**config.mk**
```make
export PLATFORM = sky130hd
export DESIGN_NAME = park_fee_unit
export DESIGN_NICKNAME = d
export VERILOG_FILES = /design/src/rtl/park_pkg.sv /design/src/rtl/park_slot_table.sv /design/src/rtl/park_fee_unit.sv
export SDC_FILE = /design/constraint.sdc
export NUM_CORES = 1
export LEC_CHECK = 0
export ABC_AREA = 1
export CORE_MARGIN = 5
export CORE_UTILIZATION = 60
export DETAILED_ROUTE_END_ITERATION = 16
export PLACE_DENSITY = 0.8
export SYNTH_ARGS = -nofsm -noshare
export SYNTH_HDL_FRONTEND = slang
export SYNTH_SLANG_ARGS = --single-unit
```
**constraint.sdc**
```tcl
create_clock -name clk -period 7.3 [get_ports clk]
set_clock_uncertainty 0.2 [all_clocks]
set_input_delay 1.46 -clock clk [delete_from_list [all_inputs] [get_ports clk]]
set_output_delay 1.46 -clock clk [all_outputs]
set_load 0.1 [all_outputs]
```
**src/rtl/park_pkg.sv**
```systemverilog
// Shared definitions for the car-park ticketing/payment slice: exit FSM
// encodings and the default sizing/tariff values also used by the bar
// controller.
package park_pkg;

    typedef enum logic [1:0] {
        IDLE     = 2'd0,
        CALC     = 2'd1,
        WAIT_PAY = 2'd2,
        PAID     = 2'd3
    } fee_state_t;

    localparam int PARK_PMAX    = 5;
    localparam int PARK_RATE    = 2;
    localparam int PARK_FEE_MIN = 1;

endpackage

```
**src/rtl/park_slot_table.sv**
```systemverilog
// Per-slot occupancy table: valid bits and entry timestamps, lowest-free
// slot allocator, free-place count / full flag and a release port used when
// a payment completes. Allocation looks only at the pre-cycle valid bits, so
// a slot released this cycle becomes allocatable from the next cycle on.
module park_slot_table
    import park_pkg::*;
#(
    parameter int PMAX = PARK_PMAX,
    parameter int IDW  = 3,
    parameter int TW   = 16
) (
    input  logic            clk,
    input  logic            rst,
    input  logic            alloc_req,
    input  logic [TW-1:0]   now,
    input  logic            rel_en,
    input  logic [IDW-1:0]  rel_id,
    input  logic [IDW-1:0]  rd_id,
    output logic            alloc_ok,
    output logic [IDW-1:0]  alloc_id,
    output logic [PMAX-1:0] valid,
    output logic [TW-1:0]   rd_tstamp,
    output logic [IDW:0]    free_cnt,
    output logic            full
);

    logic [PMAX-1:0] valid_r;
    logic [PMAX-1:0] valid_nxt_s;
    logic [TW-1:0]   tstamp_r [PMAX];
    logic [IDW:0]    free_cnt_r;
    logic [IDW:0]    free_cnt_nxt_s;
    logic            full_r;
    logic            free_found_s;
    logic [IDW-1:0]  free_idx_s;
    logic            alloc_ok_s;

    // Priority encoder: the last hit of a descending scan is the lowest free slot.
    always_comb begin
        free_found_s = 1'b0;
        free_idx_s   = {IDW{1'b0}};
        for (int i = PMAX - 1; i >= 0; i--) begin
            if (!valid_r[i]) begin
                free_found_s = 1'b1;
                free_idx_s   = IDW'(i);
            end else begin
                free_found_s = free_found_s;
            end
        end
    end

    assign alloc_ok_s = alloc_req & free_found_s;

    // Next valid vector and the free count derived from it, so both update together.
    always_comb begin
        valid_nxt_s    = valid_r;
        free_cnt_nxt_s = {(IDW + 1){1'b0}};
        if (rel_en) begin
            valid_nxt_s[rel_id] = 1'b0;
        end else begin
            valid_nxt_s = valid_nxt_s;
        end
        if (alloc_ok_s) begin
            valid_nxt_s[free_idx_s] = 1'b1;
        end else begin
            valid_nxt_s = valid_nxt_s;
        end
        for (int i = 0; i < PMAX; i++) begin
            if (!valid_nxt_s[i]) begin
                free_cnt_nxt_s = free_cnt_nxt_s + (IDW + 1)'(1);
            end else begin
                free_cnt_nxt_s = free_cnt_nxt_s;
            end
        end
    end

    // Table storage plus registered occupancy status.
    always_ff @(posedge clk or negedge rst) begin
        if (!rst) begin
            valid_r    <= {PMAX{1'b0}};
            free_cnt_r <= (IDW + 1)'(PMAX);
            full_r     <= 1'b0;
            for (int i = 0; i < PMAX; i++) begin
                tstamp_r[i] <= {TW{1'b0}};
            end
        end else begin
            valid_r    <= valid_nxt_s;
            free_cnt_r <= free_cnt_nxt_s;
            full_r     <= &valid_nxt_s;
            if (alloc_ok_s) begin
                tstamp_r[free_idx_s] <= now;
            end
        end
    end

    assign alloc_ok  = alloc_ok_s;
    assign alloc_id  = free_idx_s;
    assign valid     = valid_r;
    assign rd_tstamp = tstamp_r[rd_id];
    assign free_cnt  = free_cnt_r;
    assign full      = full_r;

endmodule

```
**src/rtl/park_fee_unit.sv**
```systemverilog
// Ticketing and payment stage ahead of the exit bar controller. Issues
// tickets on entry, bills elapsed time on exit, collects coins and emits a
// one-cycle pay pulse once the fee is covered.
module park_fee_unit
    import park_pkg::*;
#(
    parameter int PMAX     = PARK_PMAX,
    parameter int IDW      = 3,
    parameter int TW       = 16,
    parameter int TICK_DIV = 100,
    parameter int RATE     = PARK_RATE,
    parameter int FEE_MIN  = PARK_FEE_MIN,
    parameter int CW       = 16
) (
    input  logic           clk,
    input  logic           rst,
    input  logic           entry_evt,
    input  logic           exit_req,
    input  logic [IDW-1:0] ticket_in,
    input  logic           coin_vld,
    input  logic [7:0]     coin_val,
    input  logic           cancel,
    output logic [IDW-1:0] ticket_id,
    output logic           ticket_vld,
    output logic           full,
    output logic [IDW:0]   free_cnt,
    output logic [CW-1:0]  cost,
    output logic           cost_vld,
    output logic           pay,
    output logic [CW-1:0]  change,
    output logic           err,
    output logic           busy
);

    localparam int PW = (TICK_DIV > 1) ? $clog2(TICK_DIV) : 1;

    // Saturating credit accumulation; a coin never wraps the credit register.
    function automatic logic [CW-1:0] sat_add(input logic [CW-1:0] a, input logic [7:0] b);
        logic [CW:0] s;
        s = {1'b0, a} + {{(CW + 1 - 8){1'b0}}, b};
        sat_add = s[CW] ? {CW{1'b1}} : s[CW-1:0];
    endfunction

    logic [1:0]       rst_sync_r;
    logic             rst_int_s;
    logic [PW-1:0]    presc_r;
    logic [TW-1:0]    now_r;
    fee_state_t       state_r;
    fee_state_t       state_nxt_s;
    logic [IDW-1:0]   id_r;
    logic [CW-1:0]    credit_r;
    logic [CW-1:0]    credit_nxt_s;
    logic [CW-1:0]    cost_r;
    logic [CW-1:0]    change_r;
    logic             cost_vld_r;
    logic             pay_r;
    logic             err_r;
    logic             busy_r;
    logic [IDW-1:0]   ticket_id_r;
    logic             ticket_vld_r;
    logic             load_id_s;
    logic             err_nxt_s;
    logic             release_s;
    logic             ticket_ok_s;
    logic             alloc_ok_s;
    logic [IDW-1:0]   alloc_id_s;
    logic [PMAX-1:0]  valid_s;
    logic [TW-1:0]    rd_tstamp_s;
    logic [TW-1:0]    elapsed_s;
    logic [TW-1:0]    units_s;
    logic [TW+31:0]   prod_s;
    logic [CW-1:0]    cost_calc_s;

    // Reset synchronizer: assertion takes effect at once, release waits two clocks.
    always_ff @(posedge clk or negedge rst) begin
        if (!rst) begin
            rst_sync_r <= 2'b00;
        end else begin
            rst_sync_r <= {rst_sync_r[0], 1'b1};
        end
    end

    assign rst_int_s = rst_sync_r[1];

    // Time base: prescaler wraps every TICK_DIV clocks and advances the time counter.
    always_ff @(posedge clk or negedge rst_int_s) begin
        if (!rst_int_s) begin
            presc_r <= {PW{1'b0}};
            now_r   <= {TW{1'b0}};
        end else if (presc_r == PW'(TICK_DIV - 1)) begin
            presc_r <= {PW{1'b0}};
            now_r   <= now_r + TW'(1);
        end else begin
            presc_r <= presc_r + PW'(1);
        end
    end

    park_slot_table #(
        .PMAX (PMAX),
        .IDW  (IDW),
        .TW   (TW)
    ) u_table (
        .clk       (clk),
        .rst       (rst_int_s),
        .alloc_req (entry_evt),
        .now       (now_r),
        .rel_en    (release_s),
        .rel_id    (id_r),
        .rd_id     (id_r),
        .alloc_ok  (alloc_ok_s),
        .alloc_id  (alloc_id_s),
        .valid     (valid_s),
        .rd_tstamp (rd_tstamp_s),
        .free_cnt  (free_cnt),
        .full      (full)
    );

    // A presented ticket is honoured only if it names an existing, occupied slot.
    always_comb begin
        if ({1'b0, ticket_in} < (IDW + 1)'(PMAX)) begin
            ticket_ok_s = valid_s[ticket_in];
        end else begin
            ticket_ok_s = 1'b0;
        end
    end

    // Fee: elapsed time (modulo counter width), floored at FEE_MIN, times RATE, saturated.
    always_comb begin
        elapsed_s = now_r - rd_tstamp_s;
        if (elapsed_s < TW'(FEE_MIN)) begin
            units_s = TW'(FEE_MIN);
        end else begin
            units_s = elapsed_s;
        end
        prod_s = {32'd0, units_s} * (TW + 32)'(RATE);
        if (prod_s > (TW + 32)'({CW{1'b1}})) begin
            cost_calc_s = {CW{1'b1}};
        end else begin
            cost_calc_s = prod_s[CW-1:0];
        end
    end

    // Exit FSM next state; cancel beats the move to PAID, a coin on the move still counts.
    always_comb begin
        state_nxt_s  = state_r;
        credit_nxt_s = credit_r;
        load_id_s    = 1'b0;
        err_nxt_s    = 1'b0;
        release_s    = 1'b0;
        case (state_r)
            IDLE: begin
                if (exit_req) begin
                    if (ticket_ok_s) begin
                        load_id_s   = 1'b1;
                        state_nxt_s = CALC;
                    end else begin
                        err_nxt_s = 1'b1;
                    end
                end else begin
                    state_nxt_s = IDLE;
                end
            end
            CALC: begin
                credit_nxt_s = {CW{1'b0}};
                state_nxt_s  = WAIT_PAY;
            end
            WAIT_PAY: begin
                if (cancel) begin
                    credit_nxt_s = {CW{1'b0}};
                    state_nxt_s  = IDLE;
                end else begin
                    if (coin_vld) begin
                        credit_nxt_s = sat_add(credit_r, coin_val);
                    end else begin
                        credit_nxt_s = credit_r;
                    end
                    if (credit_r >= cost_r) begin
                        state_nxt_s = PAID;
                    end else begin
                        state_nxt_s = WAIT_PAY;
                    end
                end
            end
            PAID: begin
                release_s   = 1'b1;
                state_nxt_s = IDLE;
            end
            default: begin
                state_nxt_s = IDLE;
            end
        endcase
    end

    // FSM state, latched ticket, credit and the registered transaction outputs.
    always_ff @(posedge clk or negedge rst_int_s) begin
        if (!rst_int_s) begin
            state_r    <= IDLE;
            id_r       <= {IDW{1'b0}};
            credit_r   <= {CW{1'b0}};
            cost_r     <= {CW{1'b0}};
            change_r   <= {CW{1'b0}};
            cost_vld_r <= 1'b0;
            pay_r      <= 1'b0;
            err_r      <= 1'b0;
            busy_r     <= 1'b0;
        end else begin
            state_r    <= state_nxt_s;
            credit_r   <= credit_nxt_s;
            err_r      <= err_nxt_s;
            busy_r     <= (state_nxt_s != IDLE);
            cost_vld_r <= (state_nxt_s == WAIT_PAY);
            pay_r      <= (state_nxt_s == PAID);
            if (load_id_s) begin
                id_r <= ticket_in;
            end
            if (state_r == CALC) begin
                cost_r   <= cost_calc_s;
                change_r <= {CW{1'b0}};
            end
            if ((state_r == WAIT_PAY) && (state_nxt_s == PAID)) begin
                change_r <= credit_nxt_s - cost_r;
            end
        end
    end

    // Ticket announcement one cycle after a successful allocation.
    always_ff @(posedge clk or negedge rst_int_s) begin
        if (!rst_int_s) begin
            ticket_id_r  <= {IDW{1'b0}};
            ticket_vld_r <= 1'b0;
        end else begin
            ticket_vld_r <= alloc_ok_s;
            if (alloc_ok_s) begin
                ticket_id_r <= alloc_id_s;
            end
        end
    end

    assign ticket_id  = ticket_id_r;
    assign ticket_vld = ticket_vld_r;
    assign cost       = cost_r;
    assign cost_vld   = cost_vld_r;
    assign pay        = pay_r;
    assign change     = change_r;
    assign err        = err_r;
    assign busy       = busy_r;

endmodule

```
==> Flow_metrics.wiki <==
{| class="wikitable"
! Metric !! Value
|-
| Initial antenna violation count || 0
|-
| DRC viols || 0
|-
| Source-to-sink clock delay at the later pin of the worst-skew pair || between 0.4 and 0.5 ns
|-
| Maximum level of the CTS H-tree || 4
|-
| Vias per Instance || 5.52
|-
| Maximum number of pins on one net before global-route repair || 142
|-
| Die outline height || around 140 µm
|-
| Synthesized net count || 1348
|-
| Slack of the worst reg-to-reg path || 3.01 ns
|-
| Reg2Reg Launch Point || state_r[0]
|-
| Register bit count reported by yosys || 176
|-
| Setup Total Neg Slack || 0 ns
|-
| Met2 layer wire length in the routed design || 11.3 mm
|-
| Cell Area, Placed || 0.0109 mm²
|-
| Number of buffers inserted for hold repair after clock tree synthesis || 0
|-
| Maximum VDD drop || ~0.36 mV
|-
| Syn_area_per_cell || 7.97 µm²
|-
| Most common flop cell mapped by yosys || sky130_fd_sc_hd__dfrtp_1
|-
| Capturing element type of the critical path || flop
|-
| Number of nets in the layout || 1404
|-
| Number of instances in the synthesized netlist || between 1k and 1.5k
|-
| Reg-to-reg endpoint || change[13]
|-
| Iteration count of the initial detailed-routing pass || 5
|-
| Max capacitance violation total || 0
|-
| CTS max path bufs || 2
|-
| Total setup buffers inserted after CTS || 0
|-
| Worst rel slew slack || 0.312
|-
| Number of sinks driven by the clock tree || 176
|-
| Startpoint Class || primary input
|-
| Dpl hpwl || roughly 17 mm
|-
| Overall routing resource usage || 0.257
|-
| DR iter-0 viols || around 700
|-
| Port-buffer cells || 61
|-
| Arrival time at the worst endpoint || 5.17 ns
|-
| Least-Margin Pin Slew || between 1 and 1.5 ns
|-
| Part of the Yosys area used for sequential elements || 0.438
|-
| Routed length per instance || approximately 15 µm
|-
| Seq pwr share || 0.278
|-
| Power density over the cells || 387 mW/mm²
|-
| Net switching share of the total power || 0.482
|-
| Clock period minus final worst setup slack || 5.07 ns
|-
| Final instance area || 0.0115 mm²
|-
| Final setup fails || 0
|-
| Class of the most critical hold timing path || reg -> async
|-
| Total gr overflow || 0
|-
| Share of Yosys cell area claimed by the top area cell type || 0.433
|-
| Routed length on met3 || 1.22 mm
|-
| CTS root buffer || sky130_fd_sc_hd__clkbuf_16
|-
| Final period utilization || 0.694
|-
| Via count of the routed design || between 8k and 9k
|-
| Area of the core region || 0.0165 mm²
|-
| Number of inserted diodes || 0
|-
| Leakage power total || 5.68 nW
|-
| M1 WL || 10.9 mm
|-
| I/O pin count || 62
|-
| Post-Syn Area || 0.0101 mm²
|-
| Total wirelength of the detailed-routed design || 24.0 mm
|-
| Final Wtd Congestion || 0.955
|-
| Die boundary width || ~140 µm
|-
| Number of routed nets with antenna violations || 0
|-
| Initial cell density of the core || 0.608
|-
| Library cell with the highest instance count after synthesis || sky130_fd_sc_hd__nand2_1
|-
| Leading cell types by total area after synthesis || sky130_fd_sc_hd__dfrtp_1 43%, sky130_fd_sc_hd__nand2_1 10%, sky130_fd_sc_hd__ha_1 8.2%, sky130_fd_sc_hd__o21ai_0 7.7%, sky130_fd_sc_hd__inv_1 4.9%
|-
| Crit path from || coin_val[0]
|-
| Post-synthesis async set-or-reset flop share || 1.00
|-
| Number of warnings reported in the yosys synthesis log || 0
|-
| Cell taking the most area after synthesis || sky130_fd_sc_hd__dfrtp_1
|-
| Number of placement rows || 47
|-
| Critical path fanouts, max || 6
|-
| Top cells by instance count after synthesis || 276 x sky130_fd_sc_hd__nand2_1, 174 x sky130_fd_sc_hd__dfrtp_1, 154 x sky130_fd_sc_hd__o21ai_0, 131 x sky130_fd_sc_hd__inv_1, 127 x sky130_fd_sc_hd__nor2_1
|-
| Via count of the first global-routing pass || around 8.5k
|-
| Outcome || finished, final reports clean
|-
| Relative area change from synthesis to final layout || 14.2%
|-
| Proportion of power drawn by combinational gates || 0.513
|-
| Cts repair resizes || 0
|-
| Synth cell types || 50
|-
| CTS tree || built
|-
| Power share of the clock group || 0.208
|-
| F_max || 197 MHz
|-
| Power dissipated by switching net loads || 0.00214 W
|-
| Internal power component || 0.00231 W
|-
| Total die area || ~0.019 mm²
|-
| Final count of pins violating max slew || 0
|-
| Uppermost signal routing layer after detailed routing || met4
|-
| Clock transition time at the flip-flop clock pins of the worst setup and hold paths || 0.07 ns
|-
| RSZ-0062 raised after global routing || no
|-
| Share of final-layout standard cells stronger than drive strength 1 || 0.0571
|-
| Depth of the most critical reg-to-reg path || 15
|-
| First-pass GRT wire length || approximately 41 mm
|-
| TritonCTS buffer count || 17
|-
| Setup Crit Path Kind || in -> reg
|-
| Hold violation count in the final report || 0
|-
| Count of flip-flops with a built-in enable after synthesis || 0
|-
| Worst path required time || about 7.4 ns
|-
| FILL cells || 1363
|}
-- how the worst max path moves through the flow --
stage | end | depth (start not counted)
detailed placement | change[9] | 22
finish | change[11] | 22
global placement | change[9] | 22
CTS | change[15] | 23
global route | change[15] | 23
floorplan | busy | 0
-- metal layers --
| metal | up-vias | global-route usage |
|---|---|---|
| met4 | 0 | 0.0881 |
| met2 | 245 | 0.426 |
| met3 | 41 | 0.0388 |
| li1 | 4270 | - |
| met1 | 4011 | 0.349 |
| met5 | - | 0 |
-- cell families (layout without fill, tap and decap cells) --
kind of cell             count (synthesis)  after routing  share of synthesized area
flip-flops                             176            176                      0.438
buffers and inverters                  173            242                     0.0656
AO/OA/AOI/OAI                          283            283                      0.151
other                                    1              1                   0.000373
AND/OR/NAND/NOR                        514            514                      0.215
adder cells (fa/ha/maj)                 69             69                     0.0881
XOR/XNOR                                46             46                     0.0408
-- worst max-delay path: stages --
cell	delay (ns)
sky130_fd_sc_hd__clkdlybuf4s50_1	0.41
sky130_fd_sc_hd__ha_1	0.23
sky130_fd_sc_hd__fa_1	0.41
sky130_fd_sc_hd__nand3_1	0.12
sky130_fd_sc_hd__nand2_1	0.10
sky130_fd_sc_hd__nand2_1	0.07
sky130_fd_sc_hd__nand2_1	0.08
sky130_fd_sc_hd__nand2_1	0.11
sky130_fd_sc_hd__nand2_1	0.14
sky130_fd_sc_hd__o311ai_1	0.43
sky130_fd_sc_hd__inv_1	0.13
sky130_fd_sc_hd__ha_1	0.29
sky130_fd_sc_hd__nand3b_1	0.07
sky130_fd_sc_hd__nand3_1	0.11
sky130_fd_sc_hd__nand2_1	0.07
sky130_fd_sc_hd__a21oi_1	0.33
sky130_fd_sc_hd__nand2_1	0.09
sky130_fd_sc_hd__nand2_1	0.16
sky130_fd_sc_hd__nand2_1	0.07
sky130_fd_sc_hd__nand2_1	0.07
sky130_fd_sc_hd__xnor2_1	0.12
sky130_fd_sc_hd__o21ai_1	0.08
-- power groups by stage --
stage               Combinational, W  Sequential (W)  Clock (W)
finish                       0.00228         0.00124   0.000927
global route                 0.00252         0.00126   0.000988
CTS                          0.00228         0.00124   0.000939
detailed placement           0.00226         0.00125          0
global placement             0.00222         0.00125          0
floorplan                    0.00126         0.00170          0
-- final cells by class --
cell class,count,area (µm²),area share
Multi-Input combinational cell,913,4990,0.434
Sequential cell,176,4410,0.384
Timing Repair Buffer,68,676,0.0588
Inverter,142,533,0.0464
Clock buffer,19,453,0.0394
Tap cell,220,275,0.0240
Clock inverter,13,148,0.0129
-- registers in the layout, summed over array words and instances (netlist names) --
| register | flops |
|---|---|
| ticket_vld | 1 |
| state_r | 2 |
| rst_sync_r | 2 |
| credit_r | 16 |
| u_table.free_cnt | 4 |
| u_table.full | 1 |
| cost_vld | 1 |
| u_table.valid | 5 |
| cost | 16 |
| busy | 1 |
| presc_r | 7 |
| pay | 1 |
| now_r | 16 |
| id_r | 3 |
| u_table.tstamp_r | 80 |
| err | 1 |
| change | 16 |
| ticket_id | 3 |
-- stage by stage --
stage          hold slack (ns)  utilization  setup WS (ns)  power [W]  std cells
2_1_floorplan            0.131            -           1.84    0.00296       1262
3_3_place_gp            0.0997        0.659           1.92    0.00348       1519
3_5_place_dp             0.104        0.659           1.78    0.00351       1519
4_1_cts                  0.112        0.695           2.22    0.00446       1551
5_1_grt                  0.142        0.695           1.83    0.00476       1551
6_report                0.0846        0.695           2.23    0.00445       1551
-- placed cells by master (no fill, tap or decap), types with 12 or more instances in the layout --
cell,instances
sky130_fd_sc_hd__nand2_1,276
sky130_fd_sc_hd__dfrtp_1,173
sky130_fd_sc_hd__o21ai_0,154
sky130_fd_sc_hd__inv_1,131
sky130_fd_sc_hd__nor2_1,127
sky130_fd_sc_hd__ha_1,66
sky130_fd_sc_hd__nand3_1,64
sky130_fd_sc_hd__clkdlybuf4s50_1,61
sky130_fd_sc_hd__a21oi_1,54
sky130_fd_sc_hd__xor2_1,33
sky130_fd_sc_hd__o21ai_1,33
sky130_fd_sc_hd__clkbuf_16,17
sky130_fd_sc_hd__a211oi_1,14
sky130_fd_sc_hd__xnor2_1,12
Note: power is estimated with default switching activity, not from simulation.
